===== config.mk =====
export PLATFORM = sky130hd
export DESIGN_NAME = tinyqv_slice_serdes
export DESIGN_NICKNAME = d
export VERILOG_FILES = /design/src/rtl/tinyqv_slice_serdes.sv
export SDC_FILE = /design/constraint.sdc
export NUM_CORES = 1
export LEC_CHECK = 0
export BUFFER_PORTS_ARGS = -buffer_cell sky130_fd_sc_hd__buf_2
export CELL_PAD_IN_SITES_DETAIL_PLACEMENT = 1
export CELL_PAD_IN_SITES_GLOBAL_PLACEMENT = 2
export CORE_MARGIN = 10
export CORE_UTILIZATION = 28
export CTS_CLUSTER_DIAMETER = 120
export DETAILED_ROUTE_END_ITERATION = 10
export HOLD_SLACK_MARGIN = 0.15
export PLACE_DENSITY_LB_ADDON = 0.1
export SLEW_MARGIN = 20
export SYNTH_ARGS = -nofsm -noshare
export SYNTH_HDL_FRONTEND = slang
export SYNTH_SLANG_ARGS = --single-unit

===== constraint.sdc =====
create_clock -name clk -period 2.55 [get_ports clk]
set_input_delay 0.1275 -clock clk [delete_from_list [all_inputs] [get_ports clk]]
set_output_delay 0.1275 -clock clk [all_outputs]
set_load 0.02 [all_outputs]

===== src/rtl/tinyqv_slice_serdes.sv =====
// Slice serialiser/deserialiser: IN_CH parallel words out LSB slice first, result slices back in.
// Optional TINYQV_SERDES_STALL_EN adds a stall input that freezes the SHIFT pass.
module tinyqv_slice_serdes #(
  parameter int unsigned WORD_W  = 32,
  parameter int unsigned SLICE_W = 4,
  parameter int unsigned IN_CH   = 2,
  localparam int unsigned N      = WORD_W / SLICE_W,
  localparam int unsigned CW     = $clog2(N)
) (
  input  logic                       clk,
  input  logic                       rstn,
`ifdef TINYQV_SERDES_STALL_EN
  input  logic                       stall,
`endif
  input  logic                       in_valid,
  output logic                       in_ready,
  input  logic [IN_CH*WORD_W-1:0]    in_data,
  output logic [IN_CH*SLICE_W-1:0]   ser_slice,
  output logic                       ser_valid,
  output logic [CW-1:0]              ser_idx,
  output logic                       ser_first,
  output logic                       ser_last,
  input  logic [SLICE_W-1:0]         res_slice,
  output logic                       out_valid,
  input  logic                       out_ready,
  output logic [WORD_W-1:0]          out_word
);

  localparam logic [1:0] StIdle  = 2'd0;
  localparam logic [1:0] StShift = 2'd1;
  localparam logic [1:0] StDone  = 2'd2;

  logic [1:0]              state_q, state_d;
  logic [CW-1:0]           idx_q, idx_d;
  logic [IN_CH*WORD_W-1:0] word_q, word_d;
  logic [WORD_W-1:0]       out_word_q, out_word_d;
  logic                    stall_w;
  logic                    idx_at_last;

`ifdef TINYQV_SERDES_STALL_EN
  assign stall_w = stall;
`else
  assign stall_w = 1'b0;
`endif

  assign idx_at_last = (idx_q == CW'(N - 1));

  always_comb begin
    in_ready = 1'b0;
    unique case (state_q)
      StIdle:  in_ready = 1'b1;
      StDone:  in_ready = out_ready;
      default: in_ready = 1'b0;
    endcase
  end

  always_comb begin
    state_d    = state_q;
    idx_d      = idx_q;
    word_d     = word_q;
    out_word_d = out_word_q;
    unique case (state_q)
      StIdle: begin
        if (in_valid) begin
          word_d  = in_data;
          idx_d   = '0;
          state_d = StShift;
        end
      end
      StShift: begin
        if (!stall_w) begin
          out_word_d[int'(idx_q)*SLICE_W +: SLICE_W] = res_slice;
          if (idx_at_last) begin
            idx_d   = '0;
            state_d = StDone;
          end else begin
            idx_d = idx_q + 1'b1;
          end
        end
      end
      StDone: begin
        if (out_ready) begin
          if (in_valid) begin
            word_d  = in_data;
            idx_d   = '0;
            state_d = StShift;
          end else begin
            state_d = StIdle;
          end
        end
      end
      default: state_d = StIdle;
    endcase
  end

  always_ff @(posedge clk) begin
    if (!rstn) begin
      state_q    <= StIdle;
      idx_q      <= '0;
      word_q     <= '0;
      out_word_q <= '0;
    end else begin
      state_q    <= state_d;
      idx_q      <= idx_d;
      word_q     <= word_d;
      out_word_q <= out_word_d;
    end
  end

  // idx is 0 outside SHIFT, so each channel shows its idx-0 slice there
  for (genvar c = 0; c < IN_CH; c++) begin : g_ch
    assign ser_slice[c*SLICE_W +: SLICE_W] =
        word_q[c*WORD_W + int'(idx_q)*SLICE_W +: SLICE_W];
  end

  assign ser_valid = (state_q == StShift) && !stall_w;
  assign ser_idx   = idx_q;
  assign ser_first = ser_valid && (idx_q == '0);
  assign ser_last  = ser_valid && idx_at_last;
  assign out_valid = (state_q == StDone);
  assign out_word  = out_word_q;

endmodule


==> Yosys cells after proc, flatten, opt, wreduce, memory -nomap -nowiden <==
Cells that the tools add are included.
{ "classes": {"n_div": 0, "addsub": 3, "reduce_logical": 9, "order_cmp": 0, "shifts": 4, "n_mux": 14, "bitwise": 0, "eq_ne": 6, "n_mul": 0} }
{ "ops": {"columns": ["op", "count"], "rows": [
  ["$mux W64", 2],
  ["$pmux W64 S2", 1],
  ["$shiftx A64 B6 Y4", 1],
  ["$shiftx A64 B8 Y4", 1],
  ["$neg A5 Y34", 1],
  ["$shift A4 B34 Y32 const A", 1],
  ["$shiftx A4 B34 Y32", 1],
  ["$bwmux W32", 1],
  ["$mux W3", 3],
  ["$pmux W3 S3", 1],
  ["$add A6 B5 Y7 const A", 1],
  ["$mux W2", 3],
  ["$pmux W2 S3", 1],
  ["$ne A2 B1 Y1 const B", 2],
  ["$reduce_and A2 Y1", 2],
  ["$add A3 B1 Y3 const B", 1],
  ["$eq A3 B3 Y1 const B", 1],
  ["$logic_not A3 Y1", 1],
  ["$reduce_and A3 Y1", 1],
  ["$reduce_bool A3 Y1", 1],
  ["$eq A2 B1 Y1 const B", 1],
  ["$eq A2 B2 Y1 const B", 1],
  ["$logic_and A1 B1 Y1", 2],
  ["$logic_not A2 Y1", 1],
  ["other kinds (4)", 4]
]} }
{ "totals": {"mem_count": 0, "output_inout_bits": 48, "elab_cells": 40, "latch_bits": 0, "inputBits": 72, "register_bits": 101, "ram_bits": 0, "rom_bits": 0} }

==> Longest topological paths before layout <==
{ "logic_depth": {"word_depth": 3, "ltp_mapped": 10, "ltp_nobuf": 6} }

==> Worst setup path after synthesis <==
Ideal clock, no wire load.
{ "synth_timing": {"path_kind": "register to register", "from": "register idx_q[1], in the netlist ser_idx[1]", "to": "register out_word_q[16], in the netlist out_word[16]", "path_stages_with_launch": 8, "t_arrival_ps": 2672, "n_path_buf": 2, "setup_ps": 72, "path_slack_ps": -193, "period_less_slack_ps": 2743, "required_ps": 2478, "path_cell_list": "dfxtp_1 clkbuf_1 buf_2 inv_1 ha_1 or4b_4 nor4b_4 mux2i_1"} }
{ "synth_via": {"elab_chain_len": 3, "elab_cells_between_ends": 4, "cone_classes": "add/sub (1); shift (2); mux (1)"} }
{ "synth_rtl": {"columns": ["element", "line", "rtl"], "rows": [
  ["from (decl)", "34", "logic [CW-1:0] idx_q, idx_d;"],
  ["from (signal assigned)", "104", "idx_q <= idx_d;"],
  ["$neg A5 Y34 *", "72", "out_word_d[int'(idx_q)*SLICE_W +: SLICE_W] = res_slice;"],
  ["$shiftx A4 B34 Y32 / $shift A4 B34 Y32 (equally long branches)", "72", null],
  ["$bwmux W32 *", "72", null],
  ["to (signal assigned)", "106", "out_word_q <= out_word_d;"],
  ["to (decl)", "36", "logic [WORD_W-1:0] out_word_q, out_word_d;"]
]} }
Every way passes the cells marked *; elsewhere a longest branch is shown, timed or not.
A chain may end at the register's enable or synchronous reset.

==> Worst setup path after layout <==
{ "layout_timing": {"from": "register idx_q[0], in the netlist ser_idx[0]", "to": "output port ser_slice[0]"} }
{ "layout_via": {"elab_chain_len": 1} }
{ "layout_rtl": {"columns": ["element", "line", "rtl"], "rows": [
  ["$shiftx A64 B6 Y4", "113", "word_q[c*WORD_W + int'(idx_q)*SLICE_W +: SLICE_W];"],
  ["to (decl)", "18", "output logic [IN_CH*SLICE_W-1:0] ser_slice,"]
]} }
Every way passes these cells.

==> metrics.txt <==
min cycle time layout roughly 2.2 ns; Setup Buffers After CTS 0; Fin Setup TNS 0 ns; TritonCTS clock tree yes; Final Net Count 755; Layout area overhead 38.0%; Peak VDD IR 300 uV; post-synthesis sequential element count 101; Post-Syn Nets 584; post-layout util approximately two fifths; outcome completed; Logic pwr share 15.9%; Worst-Skew Late Latency 0.35 ns; fillers ~1900; routed len/inst between 15 and 20 um; final wirelength 14.6 mm; relative slew slack 40.3%; WP data arrival between 2 and 2.5 ns; CTS H-Tree Depth 3; layout cells sized above 1 24.2%; Mapped Cells about 510; Via density 4.46; max_cap viols 0; crit path launch type register; Max Slew Vio Count 0; fraction of registers with async set/reset 0%; Synth area leader dfxtp_1; CTS clk-pin slew, worst paths roughly 0.070 ns; Post-synth EDFFs 0; Mean Syn Cell Area 9.24 sq um; P_leak 2.86 nW; DRC 0; n_diodes 0; FMAX 456 MHz; CTS buffer count 9; Hold WS approximately 0.25 ns; core area approximately 16000 sq um; area share of the leading cell type in the synthesized netlist 43.3%; largest cells by area after synthesis dfxtp_1 (43%), mux2i_1 (21%), nand2_1 (16%); Max FO, Critical Path 29; post-synthesis sequential area ratio between 40 and 50%; most common flop cell mapped by yosys dfxtp_1; GRT overflow 0; Layout Skew between 0.01 and 0.015 ns; antenna-violating nets left 0; pwr/cell area 554 nW/um^2; clock group share of total power roughly 37%; Clk Tree Root Cell clkbuf_16; Warnings, synthesis 0; Die X 149 um; NetSw 966 uW; Std-Cell Rows 47; synthesized area 4670 sq um; most frequent cells after synthesis nand2_1 (195), dfxtp_1 (101), mux2i_1 (96); drt pass-1 iters 4; Critical Path RT 2.42 ns; final setup fails 0; TritonCTS Sinks 101; final hold vios 0; Die ar. about 22000 sq um; min-delay worst type in -> reg; crit end category primary output; GRT Total Usage 13.3%; Initial Util around 28%; RSZ-0062 raised after global routing false; top-count cell post-synth nand2_1; pin count of the biggest net entering global routing 173; IO Pins 120; Yosys cell types 29; Worst-Margin Slew approximately 0.9 ns; clock buffer depth 2; IO Port Bufs between 100 and 150; routability cong. around 0.72; dpl hpwl a little over 10 mm; worst setup path class reg -> out; Sw Ratio 27.0%; first-pass GRT wire length 23.9 mm; Die Span Y 149 um; initial antenna violation count 0; DR vias 4021; total power 3.57 mW; number of global-route vias before repair between 4000 and 5000; final worst-path cycle share 85.9%; sequential share of power 47.5%; Starting DRT DRC Count 172; internal power contribution 2.60 mW
flip-flops by register name, indices dropped and copies added, names as in the netlist:
signal and flops:
out_word 32, ser_idx 3, word_q 64, state_q 2
power by group through the flow:
| stage | combinational [mW] | sequential (mW) | clock [mW] |
|---|---|---|---|
| final | 0.568 | 1.70 | 1.31 |
| after global routing | 0.632 | 1.71 | 1.43 |
| after CTS | 0.583 | 1.70 | 1.36 |
| after detailed placement | 0.501 | 1.73 | 0 |
| after global placement | 0.493 | 1.73 | 0 |
| after floorplan | 0.329 | 1.73 | 0 |
cell type report:
cell class / count / area (sq um) / area share, %
multi-input cells: 362 / 2470 / 38.4
flip-flops and latches: 101 / 2020 / 31.4
repair buffers: 197 / 1380 / 21.4
well taps: 220 / 275 / 4.27
clock buffers: 10 / 229 / 3.55
clock inverters: 6 / 45.0 / 0.699
inverters: 5 / 18.8 / 0.291
cells in the final DEF (no fill, tap or decap), types with 6 or more instances in the layout:
cell type      count
nand4_1            6
nand3_1           12
dfxtp_1           99
buf_2            118
dlygate4sd3_1     68
clkbuf_16          9
nand2_1          195
ha_1               7
mux2i_1           96
nor2b_1            6
buf_4              9
mux4_2            14
final timing paths:
| kind | from | end | slack [ns] | cells after the start |
|---|---|---|---|---|
| worst max-delay path | ser_idx[0] | ser_slice[0] | 0.36 | 5 |
| worst min-delay path | out_ready | state_q[1] | 0.25 | 4 |
| worst max register to register | ser_idx[0] | out_word[19] | 0.43 | 5 |
| worst min register to register | word_q[33] | word_q[33] | 0.46 | 2 |
stage by stage:
stage                     setup slack (ns)  cell area [sq um]  cells
after detailed placement             0.425               5490    817
after global routing                 0.170               6440    901
after CTS                            0.283               6440    901
after global placement               0.545               5490    817
after floorplan                     0.0558               4670    505
final                                0.359               6440    901
worst max-delay path, stage by stage, from the launching register on:
cell	delay [ns]
dfxtp_2	0.33
buf_4	0.41
mux4_1	0.63
nand2_1	0.09
nand2_1	0.08
buf_2	0.17
timing repair:
item | 4_1_cts | 5_1_grt
endpoints found under the hold margin | 79 | 0
hold buffers | 68 | 0
resized for setup | 0 | 0
cells by family after synthesis:
kind of cell | after synthesis | share of synthesized area [%]
AO/OA/AOI/OAI | 5 | 0.643
adder cells (fa/ha/maj) | 7 | 1.88
buffers and inverters | 42 | 3.83
flip-flops | 101 | 43.3
multiplexers | 112 | 28.5
AND/OR/NAND/NOR | 238 | 21.9
metal layers:
layer	GRT usage (%)	vias up	wire length, um	share of wire [%]
li1	-	2038	-	-
met3	3.94	9	692	4.7
met5	0	-	0	0
met1	16.7	1897	6850	47
met2	21.9	77	6930	47
met4	3.48	0	169	1.2
No activity file was read; power rests on OpenSTA's default activity.
